$ cat src/rtl/execute_divider_pkg.sv
// Shared constants for the execute-stage divider: command encodings,
// controller state encoding and small command-decoding helpers.
package execute_divider_pkg;

    localparam logic [1:0] EXE_DIV_DIV  = 2'h0;
    localparam logic [1:0] EXE_DIV_UDIV = 2'h1;
    localparam logic [1:0] EXE_DIV_MOD  = 2'h2;
    localparam logic [1:0] EXE_DIV_UMOD = 2'h3;

    typedef enum logic [1:0] {
        IDLE = 2'h0,
        CALC = 2'h1,
        FIX  = 2'h2,
        OUT  = 2'h3
    } div_state_t;

    function automatic logic cmd_is_signed(input logic [1:0] cmd);
        return (cmd == EXE_DIV_DIV) || (cmd == EXE_DIV_MOD);
    endfunction

    function automatic logic cmd_is_mod(input logic [1:0] cmd);
        return (cmd == EXE_DIV_MOD) || (cmd == EXE_DIV_UMOD);
    endfunction

endpackage

$ cat src/rtl/execute_divider_step.sv
// One restoring-division step: shift the next dividend bit into the
// partial remainder and subtract the divisor if it fits.
module execute_divider_step #(
    parameter int P_N = 32
) (
    input  logic [P_N-1:0] rem,
    input  logic           dividend_bit,
    input  logic [P_N-1:0] divisor,
    output logic [P_N-1:0] next_rem,
    output logic           quo_bit
);

    logic [P_N:0] partial;
    logic [P_N:0] diff;

    // Trial subtraction; the top bit of the difference is the borrow.
    always_comb begin
        partial  = {rem, dividend_bit};
        diff     = partial - {1'b0, divisor};
        quo_bit  = ~diff[P_N];
        next_rem = quo_bit ? diff[P_N-1:0] : partial[P_N-1:0];
    end

endmodule

$ cat src/rtl/execute_divider.sv
// Multi-cycle signed/unsigned divider for the execute stage. One quotient
// bit per cycle on operand magnitudes, sign fix-up and flags in FIX,
// result held in OUT until the consumer takes it.
module execute_divider
    import execute_divider_pkg::*;
#(
    parameter int P_N = 32
) (
    input  logic           iCLOCK,
    input  logic           iRESET,
    input  logic           iFLUSH,
    input  logic           iREQ_VALID,
    output logic           oREQ_BUSY,
    input  logic [1:0]     iREQ_CMD,
    input  logic [P_N-1:0] iDATA_0,
    input  logic [P_N-1:0] iDATA_1,
    output logic           oOUT_VALID,
    input  logic           iOUT_BUSY,
    output logic [P_N-1:0] oDATA,
    output logic           oSF,
    output logic           oOF,
    output logic           oCF,
    output logic           oPF,
    output logic           oZF
);

    localparam int                CNT_W     = $clog2(P_N) + 1;
    localparam logic [CNT_W-1:0]  LAST_ITER = CNT_W'(P_N - 1);
    localparam logic [P_N-1:0]    MIN_NEG   = {1'b1, {(P_N-1){1'b0}}};

    div_state_t       state;
    div_state_t       state_next;
    logic             accept;

    logic [1:0]       cmd_r;
    logic [P_N-1:0]   divisor_r;
    logic [P_N-1:0]   rem_r;
    logic [P_N-1:0]   quo_r;
    logic [CNT_W-1:0] cnt_r;
    logic             div_zero_r;
    logic             neg_quo_r;
    logic             neg_rem_r;
    logic             min_over_r;

    logic             req_signed;
    logic             req_zero;
    logic [P_N-1:0]   mag_0;
    logic [P_N-1:0]   mag_1;

    logic [P_N-1:0]   step_rem;
    logic             step_q;

    logic [P_N-1:0]   fix_data;
    logic             fix_cf;
    logic             fix_of;

    execute_divider_step #(
        .P_N(P_N)
    ) u_step (
        .rem          (rem_r),
        .dividend_bit (quo_r[P_N-1]),
        .divisor      (divisor_r),
        .next_rem     (step_rem),
        .quo_bit      (step_q)
    );

    // Controller state register.
    always_ff @(posedge iCLOCK or posedge iRESET) begin
        if (iRESET) begin
            state <= IDLE;
        end else begin
            state <= state_next;
        end
    end

    // Next-state logic; flush overrides everything, including accept and OUT completion.
    always_comb begin
        state_next = state;
        if (iFLUSH) begin
            state_next = IDLE;
        end else begin
            case (state)
                IDLE: if (iREQ_VALID) state_next = CALC;
                // A zero divisor spends a single CALC cycle and goes straight to FIX.
                CALC: if (div_zero_r || (cnt_r == LAST_ITER)) state_next = FIX;
                FIX:  state_next = OUT;
                OUT:  if (!iOUT_BUSY) state_next = IDLE;
                default: state_next = IDLE;
            endcase
        end
    end

    // Handshake outputs decoded from the state register.
    always_comb begin
        oREQ_BUSY  = (state != IDLE);
        oOUT_VALID = (state == OUT);
        accept     = iREQ_VALID && (state == IDLE) && !iFLUSH;
    end

    // Request decode: operand magnitudes for the iterative core.
    always_comb begin
        req_signed = cmd_is_signed(iREQ_CMD);
        req_zero   = (iDATA_1 == '0);
        mag_0      = (req_signed && iDATA_0[P_N-1]) ? -iDATA_0 : iDATA_0;
        mag_1      = (req_signed && iDATA_1[P_N-1]) ? -iDATA_1 : iDATA_1;
    end

    // Operand capture on accept, then one restoring step per CALC cycle.
    always_ff @(posedge iCLOCK or posedge iRESET) begin
        if (iRESET) begin
            cmd_r      <= '0;
            divisor_r  <= '0;
            rem_r      <= '0;
            quo_r      <= '0;
            cnt_r      <= '0;
            div_zero_r <= 1'b0;
            neg_quo_r  <= 1'b0;
            neg_rem_r  <= 1'b0;
            min_over_r <= 1'b0;
        end else if (accept) begin
            cmd_r      <= iREQ_CMD;
            divisor_r  <= mag_1;
            rem_r      <= '0;
            cnt_r      <= '0;
            // With a zero divisor no steps run, so the quotient register keeps
            // the raw dividend for the MOD/UMOD result.
            quo_r      <= req_zero ? iDATA_0 : mag_0;
            div_zero_r <= req_zero;
            neg_quo_r  <= req_signed && (iDATA_0[P_N-1] ^ iDATA_1[P_N-1]);
            neg_rem_r  <= req_signed && iDATA_0[P_N-1];
            min_over_r <= req_signed && (iDATA_0 == MIN_NEG) && (iDATA_1 == '1);
        end else if ((state == CALC) && !div_zero_r) begin
            rem_r <= step_rem;
            quo_r <= {quo_r[P_N-2:0], step_q};
            cnt_r <= cnt_r + CNT_W'(1);
        end
    end

    // Sign fix-up and special-case results for the FIX cycle.
    always_comb begin
        fix_data = '0;
        fix_cf   = 1'b0;
        fix_of   = 1'b0;
        if (div_zero_r) begin
            fix_data = cmd_is_mod(cmd_r) ? quo_r : '1;
            fix_cf   = 1'b1;
            fix_of   = 1'b1;
        end else if (cmd_is_mod(cmd_r)) begin
            fix_data = neg_rem_r ? -rem_r : rem_r;
        end else begin
            fix_data = neg_quo_r ? -quo_r : quo_r;
            fix_of   = min_over_r;
        end
    end

    // Result and flag registers, loaded in FIX and held through OUT.
    always_ff @(posedge iCLOCK or posedge iRESET) begin
        if (iRESET) begin
            oDATA <= '0;
            oSF   <= 1'b0;
            oOF   <= 1'b0;
            oCF   <= 1'b0;
            oPF   <= 1'b0;
            oZF   <= 1'b0;
        end else if ((state == FIX) && !iFLUSH) begin
            oDATA <= fix_data;
            oSF   <= fix_data[P_N-1];
            oOF   <= fix_of;
            oCF   <= fix_cf;
            oPF   <= fix_data[0];
            oZF   <= (fix_data == '0);
        end
    end

endmodule

$ cat config.mk
export PLATFORM = sky130hd
export DESIGN_NAME = execute_divider
export DESIGN_NICKNAME = d
export VERILOG_FILES = /design/src/rtl/execute_divider_pkg.sv /design/src/rtl/execute_divider_step.sv /design/src/rtl/execute_divider.sv
export SDC_FILE = /design/constraint.sdc
export NUM_CORES = 1
export LEC_CHECK = 0
export CAP_MARGIN = 40
export CORE_MARGIN = 4
export CORE_UTILIZATION = 24
export DETAILED_ROUTE_END_ITERATION = 10
export PLACE_DENSITY = 0.47
export SYNTH_ARGS = -nofsm -noshare
export SYNTH_HDL_FRONTEND = slang
export SYNTH_SLANG_ARGS = --single-unit
export TNS_END_PERCENT = 5
$ cat constraint.sdc
create_clock -name iCLOCK -period 6.5 [get_ports iCLOCK]
set_input_delay 1.3 -clock iCLOCK [delete_from_list [all_inputs] [get_ports iCLOCK]]
set_output_delay 1.3 -clock iCLOCK [all_outputs]
set_load 0.1 [all_outputs]
### Word-level counts from Yosys, hierarchy flattened

Cells that the tools add are included.

| storage, ports and cells | value |
|---|---|
| register bits | 147 |
| bits in latches | 0 |
| RAM bits | 0 |
| bits in read-only memories | 0 |
| input bits | 71 |
| output and inout bits | 39 |
| memories kept | 0 |

| cells by class | value |
|---|---|
| add/subtract/negate cells | 6 |
| $mul | 0 |
| divide/modulo/power cells | 0 |
| magnitude comparators | 0 |
| eq/ne operators | 12 |
| shift operators | 0 |
| mux-type cells | 23 |
| bitwise logic cells | 2 |
| reduce and logical (&&, ||, !) cells | 21 |

Operators with widths:

| operator | number |
|---|---|
| 32-bit two-way mux | 13 |
| 32-bit negation | 4 |
| 32-bit equality test (second input constant) | 2 |
| 32-bit logical NOT | 2 |
| 33-bit by 32-bit subtractor with 33-bit output | 1 |
| 6-bit two-way mux | 2 |
| 2-bit equality test (second input constant) | 5 |
| 1-bit logical AND | 9 |
| 3-bit inequality test (second input constant) | 3 |
| 2-bit two-way mux | 4 |
| 2-bit one-hot mux with 4 select lines | 1 |
| 6-bit by 1-bit adder with 6-bit output (second input constant) | 1 |
| 6-bit by 5-bit equality test with 1-bit output (second input constant) | 1 |
| 2-bit logical NOT | 2 |
| 2-bit nonzero test | 2 |
| 1-bit logical OR | 3 |
| 1-bit two-way mux | 3 |
| 3-bit AND reduction | 1 |
| 2-bit by 1-bit equality test with 1-bit output (second input constant) | 1 |
| 1-bit logical NOT | 2 |
| 1-bit NOT | 1 |
| 1-bit XOR | 1 |

### Longest topological paths before layout

Gate-level depths: netlist of the first run.

| logic depth | value |
|---|---|
| depth after elaboration | 6 |
| gate-level depth with buffers | 14 |

### Cells and area by module

From an unflattened synthesis of the first run, not the netlist that was laid out.

| unflattened totals | value |
|---|---|
| cells, all modules | 1,487 |
| area, all modules | 11,857.6 µm² |

By module, submodules not included:

| module | times used | cells an instance | area an instance (µm²) | sequential area each (µm²) |
|---|---|---|---|---|
| execute_divider | 1 | 1,182 | 9,499.1 | 3,603.5 |
| execute_divider_step | 1 | 305 | 2,358.5 | 0.0 |

### Least setup slack after synthesis of the first run

No wires, ideal clock.

| timing path | value |
|---|---|
| kind | input to register |
| start point | in iDATA_1[6] |
| end point | reg quo_r[7] |
| library setup time | 137 ps |
| arrival time | 3,746 ps |
| required time | 6,363 ps |
| slack | 2,618 ps |
| stages | 11 |
| path buffers | 2 |
| cell sequence | or4_4 > nor4_4 > nor4b_2 > nand4b_1 > or4_4 > and2_1 > buf_2 > buf_2 > o21ai_0 > xor2_1 > a21oi_1 |

| on the way | value |
|---|---|
| cells in the longest elaborated chain, start to end | 3 |

Ends and longest elaborated chain:

| what | line | text |
|---|---|---|
| start: declaration | execute_divider.sv:16 | `input logic [P_N-1:0] iDATA_1,` |
| 32-bit logical NOT | execute_divider.sv:103 | `req_zero = (iDATA_1 == '0);` |
| 32-bit two-way mux | execute_divider.sv:127 | `quo_r <= req_zero ? iDATA_0 : mag_0;` |
| 32-bit two-way mux | execute_divider.sv:120 | `end else if (accept) begin` |
| end signal: assignment | execute_divider.sv:127 |  |
| end signal: assignment | execute_divider.sv:134 | `quo_r <= {quo_r[P_N-2:0], step_q};` |
| end: declaration | execute_divider.sv:38 | `logic [P_N-1:0] quo_r;` |

Every way passes these cells.
A chain may end at the register's enable or synchronous reset.

### Worst setup path after layout of the first run

| timing path | value |
|---|---|
| start point | in iDATA_1[6] |
| end point | reg quo_r[21] |

The elaborated chain is that of the path after synthesis.

==> run metrics, run 1 <==
min-delay src=oDATA[21]$_DFFE_PP0P_; Hold Crit Class=flop to flop; placed inst area=13,900 um2; CTS tree=yes; Yosys warnings=0; fmax=227 MHz; initial antenna violation count=0; DR WL/cell=18.6 um; Mean Syn Cell Area=8.00 um2; n_diodes=0; vias per cell=5.08; WHS Path Cells=2; Crit. End Element=flop; Reg clk slew, reported paths=0.06 ns; multi-input logic area=7180 um2; period utilization=67.8%; cell at the slowest stage of the critical path=or4_4; Most used DFF post-synth=dfrtp_1; Tightest Pin Transition=0.893 ns; num ports=110; Final ANT Viol Nets=0; Buffers on Ports=109; GRT met1 Usage=22.6%; Setup TNS Final=0 ns; Pwr Density=604 nW/um2; Core ar.=46,700 um2; DRT iter0 DRCs=703; Cells after Synth=1,419; FFs w/ async S/R, synth=100%; R2R Setup Slk=2.20 ns; detailed placement HPWL=30,400 um; CTS sink count=144; Worst EP required=6.87 ns; CP delay by family, top=simple AND/OR/NAND/NOR gates; unrepaired setup endpoints after global routing=no; starting density of the core=24.3%; Die Span Y=226 um; Slew Limit Fails=0; Sequential Area=3600 um2; fin crit period=4.41 ns; final core occ=31.0%; relative slew slack=40.4%; Post-synth EDFFs=0; GRT busiest layer=met2; largest net degree at the start of global routing=83; CTS H-Tree Depth=4; Worst Path Class, Setup=input port to flop; hold buffer count at CTS=0; Clock Latency Late Sink=0.45 ns; Fin Clk Skew=0.0166 ns; Core Rows=79; CTS Buffer Depth=2; global-route wire length before repair=62,400 um; DRC viols=0; hold endpoint=oDATA[21]$_DFFE_PP0P_; met3 global-route usage=2.58%; max-cap violations=0; RR Endpoint=rem_r[29]$_DFFE_PP0P_; DR pass1 iterations=5; leak pwr=5.84 nW; Overflow after GRT=0; Synth Register Bits=144; Pwr Total=8.75 mW; CP most frequent cell=or4_4; Clock Root Buffer=clkbuf_16; CP bufs+invs=2; sequential-to-total area share from yosys stat=31.7%; Final Cell Area=14,500 um2; Layout area overhead=27.5%; peak supply drop=0.000289 V; nets@finish=1,629; CP Launch Type=input port; CTS resizes=0; Crit Reg-Reg Startpoint=rem_r[4]$_DFFE_PP0P_; syn_nets=1,533; reg2reg path depth=11; outcome=completed; post-synthesis cell area=11,400 um2; met2 usage=23.4%; fraction of layout cells with a size suffix above 1=8.45%; library cells used by synthesis=82; setup bufs post-CTS=0; Critical Path Fanout Max=22; Final setup viols=0; routability cong.=0.882; CTS Buf Count=17; via count=10,800; Die Width=226 um; Final Hold Fails=0; crit path DAT=4.78 ns; Inst Count DP=2,103; fillers=4,920; die area=50,900 um2; Routed WL=39,600 um; vias in the first global route=10,500; Total GRT Usage=15.5%; cell breakdown of the critical path=clkdlybuf4s50_1, or4_4, nor4_4, nor4b_2, nand4b_1, or4_4, and2_1, buf_16, a311oi_1, nor2_1, a21oi_1; crit-path max cell delay=0.61 ns; fin cells=2,134
[cell usage after synthesis (all sizes together), types with 4 or more instances]
cell type | number | area share, %
clkbuf | 66 | 2.2
o41ai | 19 | 1.8
a21o | 9 | 0.59
nand2 | 177 | 5.8
or4 | 14 | 0.99
mux2 | 11 | 1.1
ha | 42 | 4.6
or2 | 13 | 0.72
a211oi | 20 | 1.3
nand4 | 20 | 1.1
o22ai | 12 | 0.72
o211ai | 10 | 0.66
o221ai | 5 | 0.39
inv | 64 | 2.1
nand2b | 13 | 0.72
nor4 | 15 | 0.96
dfrtp | 144 | 32
mux2i | 29 | 2.6
and3 | 31 | 1.7
a31oi | 12 | 0.66
a211o | 4 | 0.31
buf | 20 | 0.90
and2 | 7 | 0.39
nand3 | 23 | 1.0
o2111ai | 4 | 0.31
or3 | 29 | 1.7
xor2 | 67 | 5.2
nor2b | 14 | 0.77
nor2 | 86 | 2.8
a21oi | 129 | 5.7
o31ai | 33 | 2.3
a32oi | 4 | 0.31
xnor2 | 48 | 3.7
o21a | 11 | 0.73
nor3 | 20 | 0.93
o21ai | 140 | 6.2
[area by class of cell]
cell class	count	share of cell area [%]
clock buffers	18	3.03
clock inverters	13	0.959
inverters	65	1.72
multi-input cells	1124	49.6
flip-flops and latches	144	24.9
well taps	607	5.24
repair buffers	163	14.6
[metrics by stage]
step           worst slack (ns)  hold slack, ns
6_report                   2.09           0.474
2_1_floorplan              1.33           0.449
3_5_place_dp               1.62           0.470
5_1_grt                    1.86           0.508
4_1_cts                    2.08           0.483
3_3_place_gp               1.45           0.462
[how the worst max path moves through the flow]
stage,from,to,depth (start not counted)
floorplan,iRESET,cmd_r[1]$_DFFE_PP0P_,1
global placement,iDATA_1[6],quo_r[21]$_DFFE_PP0P_,10
detailed placement,iDATA_1[6],quo_r[21]$_DFFE_PP0P_,11
CTS,iDATA_1[6],quo_r[21]$_DFFE_PP0P_,11
global route,iDATA_1[6],quo_r[21]$_DFFE_PP0P_,11
finish,iDATA_1[6],quo_r[21]$_DFFE_PP0P_,11
[layout by cell type (no fill, tap or decap), types with 15 or more instances in the layout]
cell type	n
nand3_1	22
mux2i_1	29
or3_1	27
a21oi_1	129
clkdlybuf4s50_1	109
o41ai_1	16
a211oi_1	20
nand4_1	20
nand2_1	176
and3_1	30
nor2_1	86
o21ai_0	134
ha_1	42
xnor2_1	48
nor3_1	19
o31ai_1	32
xor2_1	67
buf_8	15
dfrtp_1	144
clkbuf_16	17
buf_16	25
inv_1	63
[per-layer routing]
layer,up-vias,share of wire (%)
met2,293,44
met1,5172,49
met5,-,0
li1,5332,-
met3,41,4.7
met4,0,2.3
[registers in the layout (all words and copies together), names as in the netlist]
name        count
cmd_r           1
cnt_r           6
div_zero_r      1
divisor_r      32
min_over_r      1
neg_quo_r       1
neg_rem_r       1
oCF             1
oDATA          32
oOF             1
oZF             1
quo_r          32
rem_r          32
state           2
[worst min-delay path: cells and delay by family (launching register included)]
family | cells | cell delay (ns)
DFF | 1 | 0.34
AOI/OAI and AO/OA | 1 | 0.06
and+or+nand+nor | 1 | 0.05
[logic make-up after synthesis]
| kind of cell | Yosys count | synth area share (%) |
|---|---|---|
| simple gates | 480 | 21.1 |
| buf+inv | 151 | 5.23 |
| mux | 40 | 3.65 |
| flops | 144 | 31.7 |
| compound gates | 446 | 24.6 |
| xor+xnor | 115 | 8.87 |
| fa+ha+maj | 43 | 4.80 |
[power breakdown]
group	internal, mW	switching (mW)	total, mW
clock network	0.572	0.417	0.989
registers	1.30	0.621	1.92
logic	2.36	3.47	5.83
total	4.24	4.51	8.75
(Power assumes the default switching activity.)
==> run 2, diff against run 1 <==
==> constraint.sdc (replaced) <==
create_clock -name iCLOCK -period 4.4 [get_ports iCLOCK]
set_input_delay 0.88 -clock iCLOCK [delete_from_list [all_inputs] [get_ports iCLOCK]]
set_output_delay 0.88 -clock iCLOCK [all_outputs]
set_load 0.1 [all_outputs]
==> run 2 against run 1 <==
  * Clock power rose by 57%
  * Critical path depth rose by 3
  * Routed wire length rose by 4.2%
  * First-iteration DRC count rose by 1.6%
  * Largest cell class unchanged
  * Worst setup slack got worse by 1.5 ns
  * Global-route usage rose by 0.60 points
==> run metrics, run 2 (synthesized netlist as in run 1, its figures left out) <==
outcome=completed; multi-input logic area=7180 um2 (unchanged); Pwr Total=13.3 mW (+52%); starting density of the core=24.3% (unchanged); DR WL/cell=19.0 um (+2.4%); fin worst setup slack=0.612 ns (-1.48 ns); CTS Buffer Depth=2 (unchanged); leak pwr=6.03 nW (+3.1%); CTS sink count=144 (unchanged); Critical Path Fanout Max=26 (+18%); Sequential Area=3600 um2 (unchanged); Core Rows=79 (unchanged); Final ANT Viol Nets=0 (unchanged); DRC viols=0 (unchanged); crit path DAT=4.14 ns (-0.64 ns); routability cong.=0.885 (+0.32%); relative slew slack=42.4% (+2.0 points); hold buffer count at CTS=0 (unchanged); vias per cell=5.09 (+0.18%); DR pass1 iterations=5 (unchanged); CP Launch Type=flop; Fin Clk Skew=0.0160 ns (-0.000626 ns); via count=11,000 (+1.9%); Core ar.=46,700 um2 (unchanged); Hold Crit Class=flop to flop; fmax=264 MHz; fin crit period=3.79 ns; Die Width=226 um (unchanged); Final setup viols=0 (unchanged); largest net degree at the start of global routing=145 (+75%); commonest non-fill, non-tap cell in the layout=nand2_1; fin cells=2,170 (+1.7%); Worst Path Class, Setup=flop to flop; Layout area overhead=30.0%; Tightest Pin Transition=0.863 ns (-0.0300 ns); n_diodes=0 (unchanged); setup bufs post-CTS=0 (unchanged); die area=50,900 um2 (unchanged); CTS H-Tree Depth=4 (unchanged); Final Hold Fails=0 (unchanged); global-route wire length before repair=64,300 um (+3.0%); detailed placement HPWL=31,800 um (+4.6%); Total GRT Usage=16.1% (+0.60 points); fillers=4,952 (+0.65%); CTS tree=yes; fraction of layout cells with a size suffix above 1=10.5% (+2.0 points); CTS Buf Count=17 (unchanged); dpl ws=0.162 ns (-1.46 ns); peak supply drop=0.000370 V (+28%); unrepaired setup endpoints after global routing=no; Clock Root Buffer=clkbuf_16; Slew Limit Fails=0 (unchanged); DRT iter0 DRCs=714 (+1.6%); Clock Latency Late Sink=0.46 ns (about the same); Buffers on Ports=109 (unchanged); Die Span Y=226 um (unchanged); Worst EP required=4.75 ns (-2.12 ns); num ports=110 (unchanged); max-cap violations=0 (unchanged); Pwr Density=900 nW/um2 (+49%); vias in the first global route=10,800 (+2.4%); initial antenna violation count=0 (unchanged); Crit. End Element=flop; final core occ=31.6% (+0.60 points); Overflow after GRT=0 (unchanged); period utilization=86.1%; CTS resizes=0 (unchanged); Inst Count DP=2,138 (+1.7%); most frequent cells in the layout=nand2_1 (176), dfrtp_1 (144), o21ai_0 (134), a21oi_1 (129), clkdlybuf4s50_1 (109); Reg clk slew, reported paths=0.07 ns (about the same); Setup TNS Final=0 ns (unchanged); nets@finish=1,664 (+2.1%); Routed WL=41,300 um (+4.2%)
run 2: path summary, 6_finish.rpt:
path	from	to	slack [ns]	depth (start not counted)
hold / removal	oCF$_DFFE_PP0P_	oCF$_DFFE_PP0P_	0.48	2
setup reg to reg	quo_r[31]$_DFFE_PP0P_	rem_r[29]$_DFFE_PP0P_	0.61	14
min in group asynchronous	iRESET	rem_r[11]$_DFFE_PP0P_	1.02	3
max in group asynchronous	iRESET	quo_r[26]$_DFFE_PP0P_	2.75	3
setup / recovery	quo_r[31]$_DFFE_PP0P_	rem_r[29]$_DFFE_PP0P_	0.61	14
hold reg to reg	oCF$_DFFE_PP0P_	oCF$_DFFE_PP0P_	0.48	2
run 2: worst max-delay path, stage by stage, from the launching register on:
cell and delay [ns]:
dfrtp_1 0.46, inv_1 0.11, ha_1 0.22, fa_1 0.41, nand2b_1 0.19, a21o_1 0.25
a21oi_1 0.23, o311ai_1 0.14, buf_4 0.18, a211oi_1 0.38, or3_1 0.18, and2_1 0.24
buf_12 0.25, nand4b_1 0.16, a221oi_1 0.25
run 2: metal layers:
| layer | share of wire (%) | vias to the layer above | track usage, % |
|---|---|---|---|
| met4 | 2.8 | 0 | 5.97 |
| met2 | 43 | 290 | 23.9 |
| met1 | 50 | 5299 | 23.9 |
| met5 | 0 | - | 0 |
| met3 | 4.0 | 56 | 2.03 |
| li1 | - | 5396 | - |
run 2: per-stage QoR:
stage                     hold WS [ns]  cell area, um2
after floorplan                  0.449           11400
final                            0.476           14800
after global routing             0.503           14800
after global placement           0.463           13300
after CTS                        0.483           14800
after detailed placement         0.470           14200
run 2: cell type report:
class,instances,area share (%)
clock buffer,19,3.00
clock inverter,13,1.09
inverter,65,1.68
multi-input combinational,1124,48.7
sequential,144,24.4
tap,607,5.14
timing repair buffer,198,16.0
run 2: where the power goes:
part	switching, mW	leakage (nW)	internal [mW]
combinational	5.32	3.96	3.64
sequential	0.859	1.78	1.93
clock	0.639	0.286	0.907
total	6.82	6.03	6.47
